$ cat src/rtl/synth_pkg.sv
// Shared constants and types for the synthesiser audio path.
// The I2S transmitter and its sample holder import this package.
package synth_pkg;

    localparam int SAMPLE_WIDTH_DEF = 16;
    localparam int SLOT_WIDTH_DEF   = 16;

    typedef logic signed [SAMPLE_WIDTH_DEF-1:0] sample_t;

    typedef enum logic {
        IDLE = 1'b0,
        RUN  = 1'b1
    } i2s_state_e;

endpackage

$ cat src/rtl/i2s_sample_holder.sv
// Holds the most recent NCO sample until the transmitter loads a frame.
// A capture that coincides with a load is forwarded straight into that load.
module i2s_sample_holder
    import synth_pkg::*;
#(
    parameter int SAMPLE_WIDTH = SAMPLE_WIDTH_DEF
) (
    input  logic                           master_clk,
    input  logic                           rst,
    input  logic                           sample_clk_en,
    input  logic                           sample_valid,
    input  logic signed [SAMPLE_WIDTH-1:0] sample_in,
    input  logic                           load,
    output logic signed [SAMPLE_WIDTH-1:0] load_sample,
    output logic                           load_fresh
);

    logic signed [SAMPLE_WIDTH-1:0] hold_q;
    logic                           fresh_q;
    logic                           capture;

    assign capture     = sample_clk_en && sample_valid;
    assign load_sample = capture ? sample_in : hold_q;
    assign load_fresh  = fresh_q || capture;

    // A load always consumes the sample, including one bypassed in this cycle.
    always_ff @(posedge master_clk or negedge rst) begin
        if (!rst) begin
            hold_q  <= '0;
            fresh_q <= 1'b0;
        end else begin
            if (capture) begin
                hold_q <= sample_in;
            end
            if (load) begin
                fresh_q <= 1'b0;
            end else if (capture) begin
                fresh_q <= 1'b1;
            end
        end
    end

endmodule

$ cat src/rtl/i2s_transmitter.sv
// Philips-format I2S serialiser: sends each mono sample in both slots, MSB first,
// with BCLK, WS and SD all registered off the clk_div strobes.
module i2s_transmitter
    import synth_pkg::*;
#(
    parameter int SAMPLE_WIDTH = SAMPLE_WIDTH_DEF,
    parameter int SLOT_WIDTH   = SLOT_WIDTH_DEF
) (
    input  logic                           master_clk,
    input  logic                           rst,
    input  logic                           sample_clk_en,
    input  logic                           bit_clk_en,
    input  logic                           enable,
    input  logic signed [SAMPLE_WIDTH-1:0] sample_in,
    input  logic                           sample_valid,
    output logic                           i2s_bclk,
    output logic                           i2s_ws,
    output logic                           i2s_sd,
    output logic                           frame_start,
    output logic                           underrun
);

    localparam int FRAME_W = 2 * SLOT_WIDTH;
    localparam int PW      = $clog2(FRAME_W);
    localparam logic [PW-1:0] P_LAST    = PW'(FRAME_W - 1);
    localparam logic [PW-1:0] P_WS_FIRST = PW'(SLOT_WIDTH - 1);

    if (SLOT_WIDTH < SAMPLE_WIDTH) begin : g_bad_slot
        $error("i2s_transmitter: SLOT_WIDTH must be >= SAMPLE_WIDTH");
    end

    i2s_state_e                     state_q, state_d;
    logic [PW-1:0]                  p_q, p_d;
    logic [FRAME_W-1:0]             shreg_q, shreg_d;
    logic                           bclk_d, ws_d, sd_d, fs_d, ur_d;
    logic                           load;
    logic signed [SAMPLE_WIDTH-1:0] load_sample;
    logic                           load_fresh;
    logic [SLOT_WIDTH-1:0]          slot;
    logic [FRAME_W-1:0]             frame_word;

    i2s_sample_holder #(.SAMPLE_WIDTH(SAMPLE_WIDTH)) u_holder (
        .master_clk    (master_clk),
        .rst           (rst),
        .sample_clk_en (sample_clk_en),
        .sample_valid  (sample_valid),
        .sample_in     (sample_in),
        .load          (load),
        .load_sample   (load_sample),
        .load_fresh    (load_fresh)
    );

    always_comb begin
        slot = '0;
        slot[SLOT_WIDTH-1 -: SAMPLE_WIDTH] = load_sample;
        frame_word = {slot, slot};
    end

    always_ff @(posedge master_clk or negedge rst) begin
        if (!rst) begin
            state_q     <= IDLE;
            p_q         <= '0;
            shreg_q     <= '0;
            i2s_bclk    <= 1'b0;
            i2s_ws      <= 1'b0;
            i2s_sd      <= 1'b0;
            frame_start <= 1'b0;
            underrun    <= 1'b0;
        end else begin
            state_q     <= state_d;
            p_q         <= p_d;
            shreg_q     <= shreg_d;
            i2s_bclk    <= bclk_d;
            i2s_ws      <= ws_d;
            i2s_sd      <= sd_d;
            frame_start <= fs_d;
            underrun    <= ur_d;
        end
    end

    // Data only moves on BCLK falling transitions so the DAC samples it stable on the rise.
    always_comb begin
        state_d = state_q;
        p_d     = p_q;
        shreg_d = shreg_q;
        bclk_d  = i2s_bclk;
        ws_d    = i2s_ws;
        sd_d    = i2s_sd;
        fs_d    = 1'b0;
        ur_d    = 1'b0;
        load    = 1'b0;
        case (state_q)
            IDLE: begin
                if (bit_clk_en && enable) begin
                    state_d = RUN;
                    load    = 1'b1;
                    p_d     = '0;
                    shreg_d = frame_word;
                    sd_d    = frame_word[FRAME_W-1];
                    ws_d    = 1'b0;
                    bclk_d  = 1'b0;
                    fs_d    = 1'b1;
                    ur_d    = !load_fresh;
                end
            end
            RUN: begin
                if (bit_clk_en) begin
                    if (!i2s_bclk) begin
                        bclk_d = 1'b1;
                    end else begin
                        bclk_d = 1'b0;
                        if (p_q == P_LAST) begin
                            p_d  = '0;
                            ws_d = 1'b0;
                            if (enable) begin
                                load    = 1'b1;
                                shreg_d = frame_word;
                                sd_d    = frame_word[FRAME_W-1];
                                fs_d    = 1'b1;
                                ur_d    = !load_fresh;
                            end else begin
                                state_d = IDLE;
                                shreg_d = '0;
                                sd_d    = 1'b0;
                            end
                        end else begin
                            p_d     = p_q + 1'b1;
                            shreg_d = shreg_q << 1;
                            sd_d    = shreg_q[FRAME_W-2];
                            ws_d    = (p_d >= P_WS_FIRST) && (p_d != P_LAST);
                        end
                    end
                end
            end
            default: state_d = IDLE;
        endcase
    end

endmodule
$ cat config.mk
export PLATFORM = sky130hd
export DESIGN_NAME = i2s_transmitter
export DESIGN_NICKNAME = d
export VERILOG_FILES = /design/src/rtl/synth_pkg.sv /design/src/rtl/i2s_sample_holder.sv /design/src/rtl/i2s_transmitter.sv
export SDC_FILE = /design/constraint.sdc
export NUM_CORES = 1
export LEC_CHECK = 0
export ABC_AREA = 0
export CORE_ASPECT_RATIO = 1.1
export CORE_MARGIN = 1.5
export CORE_UTILIZATION = 24
export CTS_BUF_LIST = sky130_fd_sc_hd__clkbuf_16
export DETAILED_ROUTE_END_ITERATION = 8
export GPL_TIMING_DRIVEN = 0
export HOLD_SLACK_MARGIN = 0.05
export SYNTH_ARGS = -nofsm -noshare
export SYNTH_HDL_FRONTEND = slang
export SYNTH_SLANG_ARGS = --single-unit
export TNS_END_PERCENT = 30
$ cat constraint.sdc
create_clock -name master_clk -period 2.3 [get_ports master_clk]
set_clock_uncertainty 0.2 [all_clocks]
set_input_delay 0.23 -clock master_clk [delete_from_list [all_inputs] [get_ports master_clk]]
set_output_delay 0.23 -clock master_clk [all_outputs]
set_load 0.03 [all_outputs]
=== After elaboration in Yosys (flattened, before gate mapping) ===
Index checks and enable logic that the tools add are counted.

* $add $sub $neg: 1
* Multipliers: 0
* Divide/modulo/power cells: 0
* Order comparisons: 1
* Equality and inequality tests: 5
* Shift-type cells: 0
* Multiplexer cells: 44
* Bitwise gates (word level): 1
* Reductions and logical operators: 8

{| class="wikitable"
|+ Operator list
! operator !! number
|-
| two-way mux 31 bit || 5
|-
| one-hot mux 31 bit (2 select lines) || 1
|-
| two-way mux 1 bit || 26
|-
| two-way mux 5 bit || 4
|-
| two-way mux 16 bit || 1
|-
| one-hot mux 1 bit (2 select lines) || 6
|-
| one-hot mux 5 bit (2 select lines) || 1
|-
| inequality test 2 bit (second input constant) || 3
|-
| adder 5 x 1 -> 5 bit (second input constant) || 1
|-
| == test 5 bit (second input constant) || 1
|-
| >= comparator 5 x 4 -> 1 bit (second input constant) || 1
|-
| inequality test 5 bit (second input constant) || 1
|-
| logical AND 1 bit || 3
|-
| AND reduction 3 bit || 1
|-
| AND reduction 2 bit || 1
|-
| nonzero test 2 bit || 1
|-
| zero test 1 bit || 1
|-
| logical OR 1 bit || 1
|-
| NOT 1 bit || 1
|}

* Register bits after elaboration: 59
* Latch bits: 0
* Bits in writable memories: 0
* ROM bits: 0
* Input bits: 22
* Output and inout bits: 5
* Word-level logic and storage cells: 70
* Memories: 0

=== Depth between registers and ports, before layout ===
Gate-level depths: netlist of the first run.

* Depth in word-level cells: 8
* Depth in mapped cells: 10
* Mapped depth without buffers: 7

=== Cells and area by module ===
A second synthesis of the first run with hierarchy kept.

* Cells, all modules: 246
* Area total of the unflattened synthesis: 2732.6 um2

{| class="wikitable"
|+ Modules (own cells, without submodules)
! module !! instances !! cells an instance !! area each (um2) !! seq. area each (um2)
|-
| i2s_transmitter || 1 || 208 || 2045.7 || 1051.0
|-
| i2s_sample_holder || 1 || 38 || 686.9 || 425.4
|}

=== Least setup slack after synthesis of the first run ===
No wires, ideal clock.

* Path kind: register to register
* From: reg p_q[0]
* To: reg i2s_ws
* Library setup time: 0.092 ns
* Data arrival time: 1.954 ns
* Data required time: 2.008 ns
* Setup slack: 0.054 ns
* Stages on the path, launching flop included: 11
* Buffers on the path: 3
* Period minus slack after synthesis: 2.246 ns
* Cell sequence: dfrtp_1 > ha_1 > and3_1 > ha_1 > nor2b_1 > buf_6 > and3_4 > buf_6 > buf_6 > o31ai_1 > o31ai_2

* Longest elaborated chain between the ends: 7
* Elaborated cells between the ends (all ways): 9
* Those cells by class: 1 x add/sub; 1 x order compare; 2 x eq/ne; 4 x mux; 1 x reduce/logical

{| class="wikitable"
|+ Ends and longest elaborated chain
! item !! line !! source
|-
| from (decl) || i2s_transmitter.sv:33 || <nowiki>logic [PW-1:0] p_q, p_d;</nowiki>
|-
| from (signal assigned) || i2s_transmitter.sv:71 || <nowiki>p_q <= p_d;</nowiki>
|-
| adder 5 x 1 -> 5 bit || i2s_transmitter.sv:127 || <nowiki>p_d = p_q + 1'b1;</nowiki>
|-
| >= comparator 5 x 4 -> 1 bit / inequality test 5 bit (equally long branches) || i2s_transmitter.sv:130 || <nowiki>ws_d = (p_d >= P_WS_FIRST) && (p_d != P_LAST);</nowiki>
|-
| logical AND 1 bit || i2s_transmitter.sv:130 ||
|-
| two-way mux 1 bit * || i2s_transmitter.sv:112 || <nowiki>if (p_q == P_LAST) begin</nowiki>
|-
| two-way mux 1 bit * || i2s_transmitter.sv:108 || <nowiki>if (!i2s_bclk) begin</nowiki>
|-
| two-way mux 1 bit * || i2s_transmitter.sv:107 || <nowiki>if (bit_clk_en) begin</nowiki>
|-
| one-hot mux 1 bit (2 select lines) * || i2s_transmitter.sv:92 || <nowiki>case (state_q)</nowiki>
|-
| to (signal assigned) || i2s_transmitter.sv:74 || <nowiki>i2s_ws <= ws_d;</nowiki>
|-
| to (decl) || i2s_transmitter.sv:17 || <nowiki>output logic i2s_ws,</nowiki>
|}

Every way passes the cells marked *; elsewhere a longest branch is shown, timed or not. The select of a mux whose other input is x is not followed.
A chain may end at the register's enable or synchronous reset.

=== Worst setup path after layout of the first run ===
* From: reg p_q[1]
* To: reg shreg_q[10]

* Longest elaborated chain between the ends: 5

{| class="wikitable"
|+ Ends and longest elaborated chain
! item !! line !! source
|-
| == test 5 bit || i2s_transmitter.sv:112 ||
|-
| two-way mux 31 bit || i2s_transmitter.sv:112 ||
|-
| two-way mux 31 bit || i2s_transmitter.sv:108 ||
|-
| two-way mux 31 bit || i2s_transmitter.sv:107 ||
|-
| one-hot mux 31 bit (2 select lines) || i2s_transmitter.sv:92 ||
|-
| to (signal assigned) || i2s_transmitter.sv:72 || <nowiki>shreg_q <= shreg_d;</nowiki>
|-
| to (decl) || i2s_transmitter.sv:34 || <nowiki>logic [FRAME_W-1:0] shreg_q, shreg_d;</nowiki>
|}

Every way passes these cells. The select of a mux whose other input is x is not followed.

==> results of run 1 <==
-- registers in the layout, summed over array words and instances, names as in the netlist --
signal            cells
frame_start           1
i2s_bclk              1
i2s_sd                1
i2s_ws                1
p_q                   5
shreg_q              31
state_q               1
u_holder.fresh_q      1
u_holder.hold_q      16
underrun              1
-- report_power, final --
group	total (W)	switching (W)	internal, W
clock	0.00129	0.000465	0.000825
combinational	0.000950	0.000464	0.000486
sequential	0.00159	0.000214	0.00138
total	0.00383	0.00114	0.00269
-- layout make-up --
type                            instances  area, µm²
Buffer                                 13       91.3
Clock buffer                            9        225
Clock inverter                          7       61.3
Fill cell                            1063       7090
Inverter                                7       26.3
Multi-Input combinational cell        153       1020
Sequential cell                        59       1480
Tap cell                              143        179
Timing Repair Buffer                   33        323
-- per-layer routing --
layer,part of all wire [%],up-vias
met1,49,930
met5,0,-
met2,45,31
met4,1.9,0
li1,-,919
met3,3.9,11
-- through the flow --
| step | TNS (ps) | total power [W] | cell area [µm²] | setup WS (ps) |
|---|---|---|---|---|
| 2_1_floorplan | 0 | 0.00220 | 2610 | 54.1 |
| 3_3_place_gp | -68750 | 0.00246 | 3040 | -1110 |
| 3_5_place_dp | -4840 | 0.00250 | 3050 | -218 |
| 4_1_cts | 0 | 0.00385 | 3400 | 9.01 |
| 5_1_grt | 0 | 0.00406 | 3400 | 33.6 |
| 6_report | 0 | 0.00383 | 3400 | 170 |
-- placed cells by master (no fill, tap or decap), drive strengths merged, types with 3 or more instances in the layout --
cell            n
nor2            7
buf            19
ha              3
nand2          41
mux2           12
clkdlybuf4s50  24
a22oi           7
mux2i           5
o31ai           3
a2bb2oi        10
dfrtp          59
o21ai          20
inv             9
clkbuf         10
a22o            3
and2            7
a31oi           5
clkinv          4
nand3           8
a221o           7
-- kinds of logic (layout without fill, tap and decap cells) --
| kind of cell | after synthesis | count (layout) | synth area share, % |
|---|---|---|---|
| XOR/XNOR | 2 | 2 | 0.672 |
| AO/OA/AOI/OAI | 61 | 61 | 16.8 |
| flip-flops | 59 | 59 | 56.6 |
| adder cells (fa/ha/maj) | 3 | 3 | 1.44 |
| multiplexers | 17 | 17 | 7.11 |
| AND/OR/NAND/NOR | 70 | 70 | 12.3 |
| buffers and inverters | 22 | 69 | 5.04 |
-- worst max-delay path by stage --
stage               startpoint                 end
floorplan               p_q[0]              i2s_ws
global placement           rst  u_holder.hold_q[4]
detailed placement      p_q[0]         shreg_q[19]
CTS                     p_q[1]              i2s_ws
global route            p_q[1]              i2s_ws
finish                  p_q[1]         shreg_q[10]
-- what timing repair did --
| action | CTS | global route |
|---|---|---|
| resized for setup | 5 | 2 |
| hold buffers | 2 | 0 |
| endpoints found under the setup margin | 36 | 8 |
| buffers inserted | 4 | 1 |
| endpoints found under the hold margin | 32 | 0 |
| cloned | 0 | 0 |
-- critical path, cell delays in order, from the launching register on --
cell and delay [ps]:
dfrtp_2 420, ha_4 180, and3_1 190, ha_2 200, nand2_1 90, and2_1 420
a2bb2oi_1 210, o21ai_1 80
==> metrics, run 1 <==
Final period util=92.6%; routed length per instance=13.7 µm; crit path max fanout=10; clk root buf=clkbuf_16; slew at the pin with the worst max-slew slack=747 ps; cells on worst reg2reg path=7; area leader, netlist=dfrtp_1; Avg Vias per Cell=4.46; 1st-pass router iterations=4; Synth top cells by count=dfrtp_1, nand2_1, o21ai_1; RSZ-0062 raised after global routing=false; R2R Path End=shreg_q[10]; drt drc=0; n_diodes=0; CTS sink count=59; Skew-Pair Late Insertion Delay=330 ps; WHS Path Cells=2; GRT met3 Usage=3.92%; Cell variety after synth=37; post-synthesis register bit count=59; critical path class=register to register; Non-Filler Instances=424; Final HPWL DP=4.00 mm; fraction of registers with async set/reset=100%; Hold Path Class=register to register; total gr overflow=0; initial antenna violation count=0; nature of the critical path endpoint=register; max cap viols=0; Die Y=112 µm; RR Startpoint=p_q[1]; Final Core Density=32.4%; Synth Area per Inst=11.1 µm²; critical path arrival=2120 ps; register-to-register setup slack=170 ps; total number of vias=1891; number of flops mapped to enable cells by yosys=0; Starting Density=24.8%; Post-Syn Area=0.00261 mm²; die footprint=0.0115 mm²; warnings from Yosys=0; GR Util met1=15.3%; LEAKAGE=1.53 nW; I/O Pins=27; Slew HR=50.2%; met2 Usage GRT=17.1%; top post-synthesis cells by area=dfrtp_1, nand2_1, mux2_1; final net count=301; ANT nets after route=0; worst hold slack=274 ps; # setup viols final=0; 1st-iter DRT viols=106; GRT busiest layer=met2; Detailed Route WL=5.81 mm; Max Slew Vio Count=0; minimum clock period=2130 ps; clock buffer depth=2; fmax=0.469 GHz; H-tree levels=3; PwrDens=1130 mW/mm²; Max VDD drop=0.444 mV; row count=39; clock-pin transition on the worst setup and hold timing paths=60 ps; Seq/Total Area, Yosys=56.6%; vias in the first global route=1967; placed insts=403; layout cells sized above 1=14.6%; CTS tree=yes; predominant post-synthesis flop cell=dfrtp_1; Crit path required time=2290 ps; cells after synthesis=234; outcome=finished clean; Mapped Nets=259; Final GP Congestion=0.769; Hold Path Sink=u_holder.fresh_q; core area=0.0105 mm²; Total GRT Usage=11.5%; most frequent cell after synthesis=dfrtp_1; Die Span X=102 µm; Port Buffer Count=25; largest net degree at the start of global routing=33; Hold Vio Cnt, Final=0; Area growth, synth to finish=30.6%; first-pass GRT wire length=9.89 mm; Num CTS Buffers=9; CP startpoint kind=register; Synth top area share=56.6%; hold_sp=u_holder.fresh_q
Power figures use the tool's default switching activity.
==> run 2, diff against run 1 <==
Settings changed: CELL_PAD_IN_SITES_DETAIL_PLACEMENT set to 1, CELL_PAD_IN_SITES_GLOBAL_PLACEMENT set to 1, CORE_UTILIZATION 24 to 40, PLACE_DENSITY_LB_ADDON set to 0.1.
Clock period 2.3 ns to 2.46 ns, I/O delays scaled along.
==> metrics, run 2 (synthesis results as in run 1) <==
outcome=finished clean; Place WS=-85.0 ps (+133 ps); critical path arrival=2340 ps (+220 ps); slew at the pin with the worst max-slew slack=588 ps (-159 ps); Final period util=93.7% (+1.0 points); Slew HR=60.8% (+11 points); total number of vias=1914 (+1.2%); Int Power=0.00238 W (-11%); critical path class=register to register; first-pass GRT wire length=10.2 mm (+2.9%); Final HPWL DP=4.04 mm (+0.96%); crit path max fanout=10 (unchanged); Final GP Congestion=0.715 (-7.0%); LEAKAGE=1.51 nW (-1.4%); clk root buf=clkbuf_16; core area=0.00623 mm² (-41%); Max VDD drop=0.440 mV (-0.87%); Starting Density=41.8% (+17 points); Met3 Routed Length=186 µm (-18%); commonest non-fill, non-tap cells in the layout=dfrtp_1, nand2_1, clkdlybuf4s50_1, o21ai_1; slowest CP cell=dfrtp_2; drt drc=0 (unchanged); fin area=0.00329 mm² (-3.5%); largest net degree at the start of global routing=36 (+9.1%); setup_tns=0 ps (unchanged); routed length per instance=16.9 µm (+23%); max reg flops=31 (unchanged); Die Y=87.7 µm (-22%); I/O Pins=27 (unchanged); PwrDens=1050 mW/mm² (-6.8%); CP startpoint kind=register; WL met1=2.89 mm (+2.0%); commonest non-fill, non-tap cell in the layout=dfrtp_1; Largest Register=shreg_q; CP most frequent cell=buf_6; max cap viols=0 (unchanged); final net count=300 (-0.33%); layout cells sized above 1=12.5% (-2.1 points); Seq pwr share=43.5% (+2.0 points); 1st-iter DRT viols=78 (-26%); Total GRT Usage=19.7% (+8.2 points); Detailed Route WL=6.09 mm (+4.7%); Clock Power Share=31.4% (-2.3 points); clock-pin transition on the worst setup and hold timing paths=50 ps (about the same); RSZ-0062 raised after global routing=false; Crit path required time=2490 ps (+200 ps); Avg Vias per Cell=5.32 (+19%); row count=30 (-23%); CTS sink count=59 (unchanged); Skew-Pair Late Insertion Delay=330 ps (about the same); fmax=0.434 GHz (-7.5%); ANT nets after route=0 (unchanged); Hold Path Class=primary input to async pin; Hold Vio Cnt, Final=0 (unchanged); die footprint=0.00701 mm² (-39%); clock buffer depth=2 (unchanged); vias in the first global route=1990 (+1.2%); total chip power=0.00345 W (-10%); crit path buf inv count=3 (+3); H-tree levels=3 (unchanged); met2 wire length=2.90 mm (+9.9%); n_diodes=0 (unchanged); top flop regs=shreg_q x31, u_holder.hold_q x16, p_q x5; 1st-pass router iterations=4 (unchanged); Area growth, synth to finish=26.1%; switching share of power=30.9% (+1.0 points); uppermost layer routed=met4; # setup viols final=0 (unchanged); minimum clock period=2300 ps (+174 ps); Final Core Density=52.7% (+20 points); initial antenna violation count=0 (unchanged); total gr overflow=0 (unchanged); Placement Cell Area=0.00297 mm² (-2.6%); crit-path cells=ha_4, and3_1, ha_1, nor2b_1, buf_6, and3_4, buf_6, buf_6, o31ai_1, o31ai_2; Combinational Power Share=25.1% (+0.3 points); Die Span X=80.0 µm (-22%); Crit path largest cell delay=440 ps (+20 ps); worst setup margin=156 ps (-13.8 ps); Port Buffer Count=25 (unchanged); CTS tree=yes; Psw=0.00106 W (-6.9%); nature of the critical path endpoint=register; Crit path max-delay family=simple AND/OR/NAND/NOR gates; Num CTS Buffers=9 (unchanged); Max Slew Vio Count=0 (unchanged)
[run 2: cell type report]
class                   count  area (µm²)
well taps                  80         100
fillers                   702        2950
multi-input cells         153        1010
inverters                   7        26.3
clock buffers               9         225
flip-flops and latches     59        1480
plain buffers              14         103
clock inverters             7        30.0
repair buffers             31         308
[run 2: worst paths after layout]
check                            startpoint                to  slack [ps]  depth (start not counted)
max reg2reg                          p_q[1]            i2s_ws         160                         10
max in group asynchronous               rst            p_q[1]        1200                          3
min                                     rst          underrun         260                          2
min in group master_clk    u_holder.fresh_q  u_holder.fresh_q         270                          2
min reg2reg                u_holder.fresh_q  u_holder.fresh_q         270                          2
max                                  p_q[1]            i2s_ws         160                         10
[run 2: power by group through the flow]
stage	clock network, W	logic, W	registers [W]
floorplan	0	0.000581	0.00148
global placement	0	0.000817	0.00150
detailed placement	0	0.000839	0.00150
CTS	0.00110	0.000856	0.00150
global route	0.00116	0.000989	0.00153
finish	0.00108	0.000865	0.00150
[run 2: timing repair]
item                       in CTS  in global routing
hold buffers                    2                  0
buffers inserted                0                  3
hold endpoints to repair       25                  0
setup endpoints to repair      26                  8
gates resized for setup         4                  2
[run 2: routing by layer]
layer	up-vias	track usage, %
li1	923	-
met1	955	25.9
met2	27	31.0
met3	9	5.00
met4	0	7.99
met5	-	0
[run 2: through the flow]
stage          cells  hold slack, ps
2_1_floorplan    234            -250
3_3_place_gp     339             259
3_5_place_dp     340            79.8
4_1_cts          357             277
5_1_grt          360             295
6_report         360             262
==> run 3, diff against run 2 <==
Settings changed: ABC_AREA 0 to 1, CTS_CLUSTER_DIAMETER set to 120.
==> metrics, run 3 <==
predominant post-synthesis flop cell=dfrtp_1; Largest Register=shreg_q; clock buffer depth=2 (unchanged); Detailed Route WL=6.73 mm (+11%); I/O Pins=27 (unchanged); total number of vias=2192 (+15%); Hold Path Class=primary input to register; critical path class=register to register; initial antenna violation count=0 (unchanged); LEAKAGE=1.57 nW (+4.0%); Seq/Total Area, Yosys=56.2% (-0.46 points); Avg Vias per Cell=5.16 (-3.0%); R2R Path End=shreg_q[16]; Die Span X=80.3 µm (+0.39%); Post-Syn Area=0.00263 mm² (+0.82%); Starting Density=41.9% (+0.089 points); top post-synthesis cells by area=dfrtp_1, nand2_1, nand3_1; CTS sink count=59 (unchanged); nature of the critical path endpoint=register; clk root buf=clkbuf_16; multi-input logic area=976 µm² (-3.8%); 1st-iter DRT viols=96 (+23%); Post-CTS Setup Bufs=0 (unchanged); minimum clock period=2300 ps (-4.92 ps); FILL cells=753 (+7.3%); routed length per instance=15.8 µm (-6.3%); CP startpoint kind=register; core area=0.00627 mm² (+0.60%); clock-pin transition on the worst setup and hold timing paths=50 ps (about the same); warnings from Yosys=0 (unchanged); Mapped Nets=328 (+27%); Slew HR=61.5% (+0.67 points); Area growth, synth to finish=23.9%; post-synthesis register bit count=59 (unchanged); fmax=0.435 GHz (+0.21%); Register Area=0.00148 mm² (-0.17%); Placement Cell Area=0.00298 mm² (+0.38%); Skew-Pair Late Insertion Delay=320 ps (about the same); fin area=0.00326 mm² (-0.91%); PwrDens=1040 mW/mm² (-1.1%); die footprint=0.00706 mm² (+0.79%); Final HPWL DP=4.61 mm (+14%); cells after synthesis=303 (+29%); total gr overflow=0 (unchanged); worst setup margin=161 ps (+4.92 ps); Final Core Density=51.9% (-0.79 points); Num CTS Buffers=9 (unchanged); worst hold slack=84.4 ps (-177 ps); 1st-pass router iterations=4 (unchanged); register-to-register setup slack=160 ps (about the same); CTS tree=yes; outcome=finished clean; area leader, netlist=dfrtp_1; Port Buffer Count=24 (-4.0%); Hold Vio Cnt, Final=0 (unchanged); ANT nets after route=0 (unchanged); # setup viols final=0 (unchanged); crit path max fanout=8 (-2); Synth Area per Inst=8.67 µm² (-22%); vias in the first global route=2271 (+14%); commonest non-fill, non-tap cell in the layout=nand2_1; max reg flops=31 (unchanged); row count=30 (unchanged); n_diodes=0 (unchanged); number of flops mapped to enable cells by yosys=0 (unchanged); RR Startpoint=p_q[0]; top flop regs=shreg_q x31, u_holder.hold_q x16, p_q x5; Final period util=93.5% (-0.20 points); max cap viols=0 (unchanged); Max VDD drop=0.398 mV (-9.4%); Die Y=88.0 µm (+0.39%); Max Slew Vio Count=0 (unchanged); critical path arrival=2320 ps (-20 ps); Total GRT Usage=21.3% (+1.6 points); RSZ-0062 raised after global routing=false; fraction of registers with async set/reset=100% (unchanged); final net count=365 (+22%); Crit path required time=2480 ps (about the same); drt drc=0 (unchanged); layout cells sized above 1=11.9% (-0.62 points); Synth top area share=56.2% (-0.46 points); placed insts=408 (+20%); Cell variety after synth=28 (-24%); Place WS=118 ps (+203 ps); Synth top cells by count=nand2_1, dfrtp_1, nand3_1; largest net degree at the start of global routing=37 (+2.8%); source of the critical timing path=p_q[0]; Non-Filler Instances=425 (+18%); commonest non-fill, non-tap cells in the layout=nand2_1, dfrtp_1, nand3_1, inv_1, clkdlybuf4s50_1; Setup crit end=shreg_q[16]; H-tree levels=3 (unchanged); slew at the pin with the worst max-slew slack=578 ps (-10.1 ps); cells on worst reg2reg path=10 (unchanged); most frequent cell after synthesis=nand2_1; first-pass GRT wire length=11.1 mm (+9.2%); Final GP Congestion=0.759 (+6.0%)
==> run 3: cell count changes after synthesis, sizes merged, moves of 9 or more <==
cell | before | now
nor2 | 7 | 20
o211ai | 0 | 9
inv | 7 | 27
nand3 | 8 | 34
a2bb2oi | 10 | 0
nand2 | 41 | 107
mux2 | 12 | 0
==> run 3: stage by stage <==
step / TNS, ps / total power (W)
after floorplan: 0 / 0.00200
after global placement: -59770 / 0.00224
after detailed placement: 0 / 0.00228
after CTS: 0 / 0.00341
after global routing: 0 / 0.00359
final: 0 / 0.00338
==> run 3: worst max-delay path, stage by stage, from the launching register on <==
cell and delay [ps]:
dfrtp_1 450, ha_1 220, nand2_1 60, nor2_1 120, ha_2 260, nand2_1 130
nand2_2 200, inv_2 80, nor2_4 210, nand2_1 120, o211ai_1 140
==> run 3: final cells by class <==
cell class              instances  share of cell area, %
clock buffers                   9                   6.92
flip-flops and latches         59                   45.3
inverters                      27                   3.11
plain buffers                  13                   2.34
repair buffers                 26                   8.15
clock inverters                 7                   1.08
well taps                      80                   3.07
multi-input cells             204                   30.0
==> run 3: logic make-up (layout without fill, tap and decap cells) <==
| kind of cell | Yosys count | after routing | synth area share (%) |
|---|---|---|---|
| flip-flops | 59 | 59 | 56.2 |
| XOR/XNOR | 1 | 1 | 0.333 |
| buffers and inverters | 40 | 82 | 6.76 |
| AND/OR/NAND/NOR | 163 | 163 | 26.2 |
| adder cells (fa/ha/maj) | 3 | 3 | 1.43 |
| AO/OA/AOI/OAI | 37 | 37 | 9.05 |
==> run 3: worst min-delay path by stage <==
stage / startpoint / end / slack [ps] / depth (start not counted)
after CTS: sample_clk_en / u_holder.hold_q[2] / 70 / 3
after global routing: sample_clk_en / u_holder.hold_q[2] / 110 / 3
after detailed placement: rst / u_holder.hold_q[3] / 80 / 1
after global placement: u_holder.hold_q[14] / u_holder.hold_q[14] / 250 / 2
after floorplan: rst / frame_start / -250 / 0
final: sample_valid / u_holder.hold_q[2] / 80 / 3
==> run 3: power by group <==
part           switching, W  leakage (nW)  internal, W  total, W
sequential         0.000189         0.716      0.00129   0.00148
clock              0.000428         0.131     0.000665   0.00109
combinational      0.000469         0.726     0.000332  0.000801
total               0.00109          1.57      0.00229   0.00338
==> run 3: routing by layer <==
metal | part of all wire [%] | global-route usage (%) | up-vias
li1 | - | - | 1053
met1 | 47 | 26.8 | 1088
met2 | 49 | 36.7 | 39
met3 | 2.8 | 3.13 | 12
met4 | 2.0 | 8.93 | 0
met5 | 0 | 0 | -
==> run 3: timing repair <==
item / CTS / global route
hold endpoints to repair: 23 / 0
setup endpoints to repair: 0 / 12
hold buffers: 1 / 0
gates resized for setup: 0 / 1
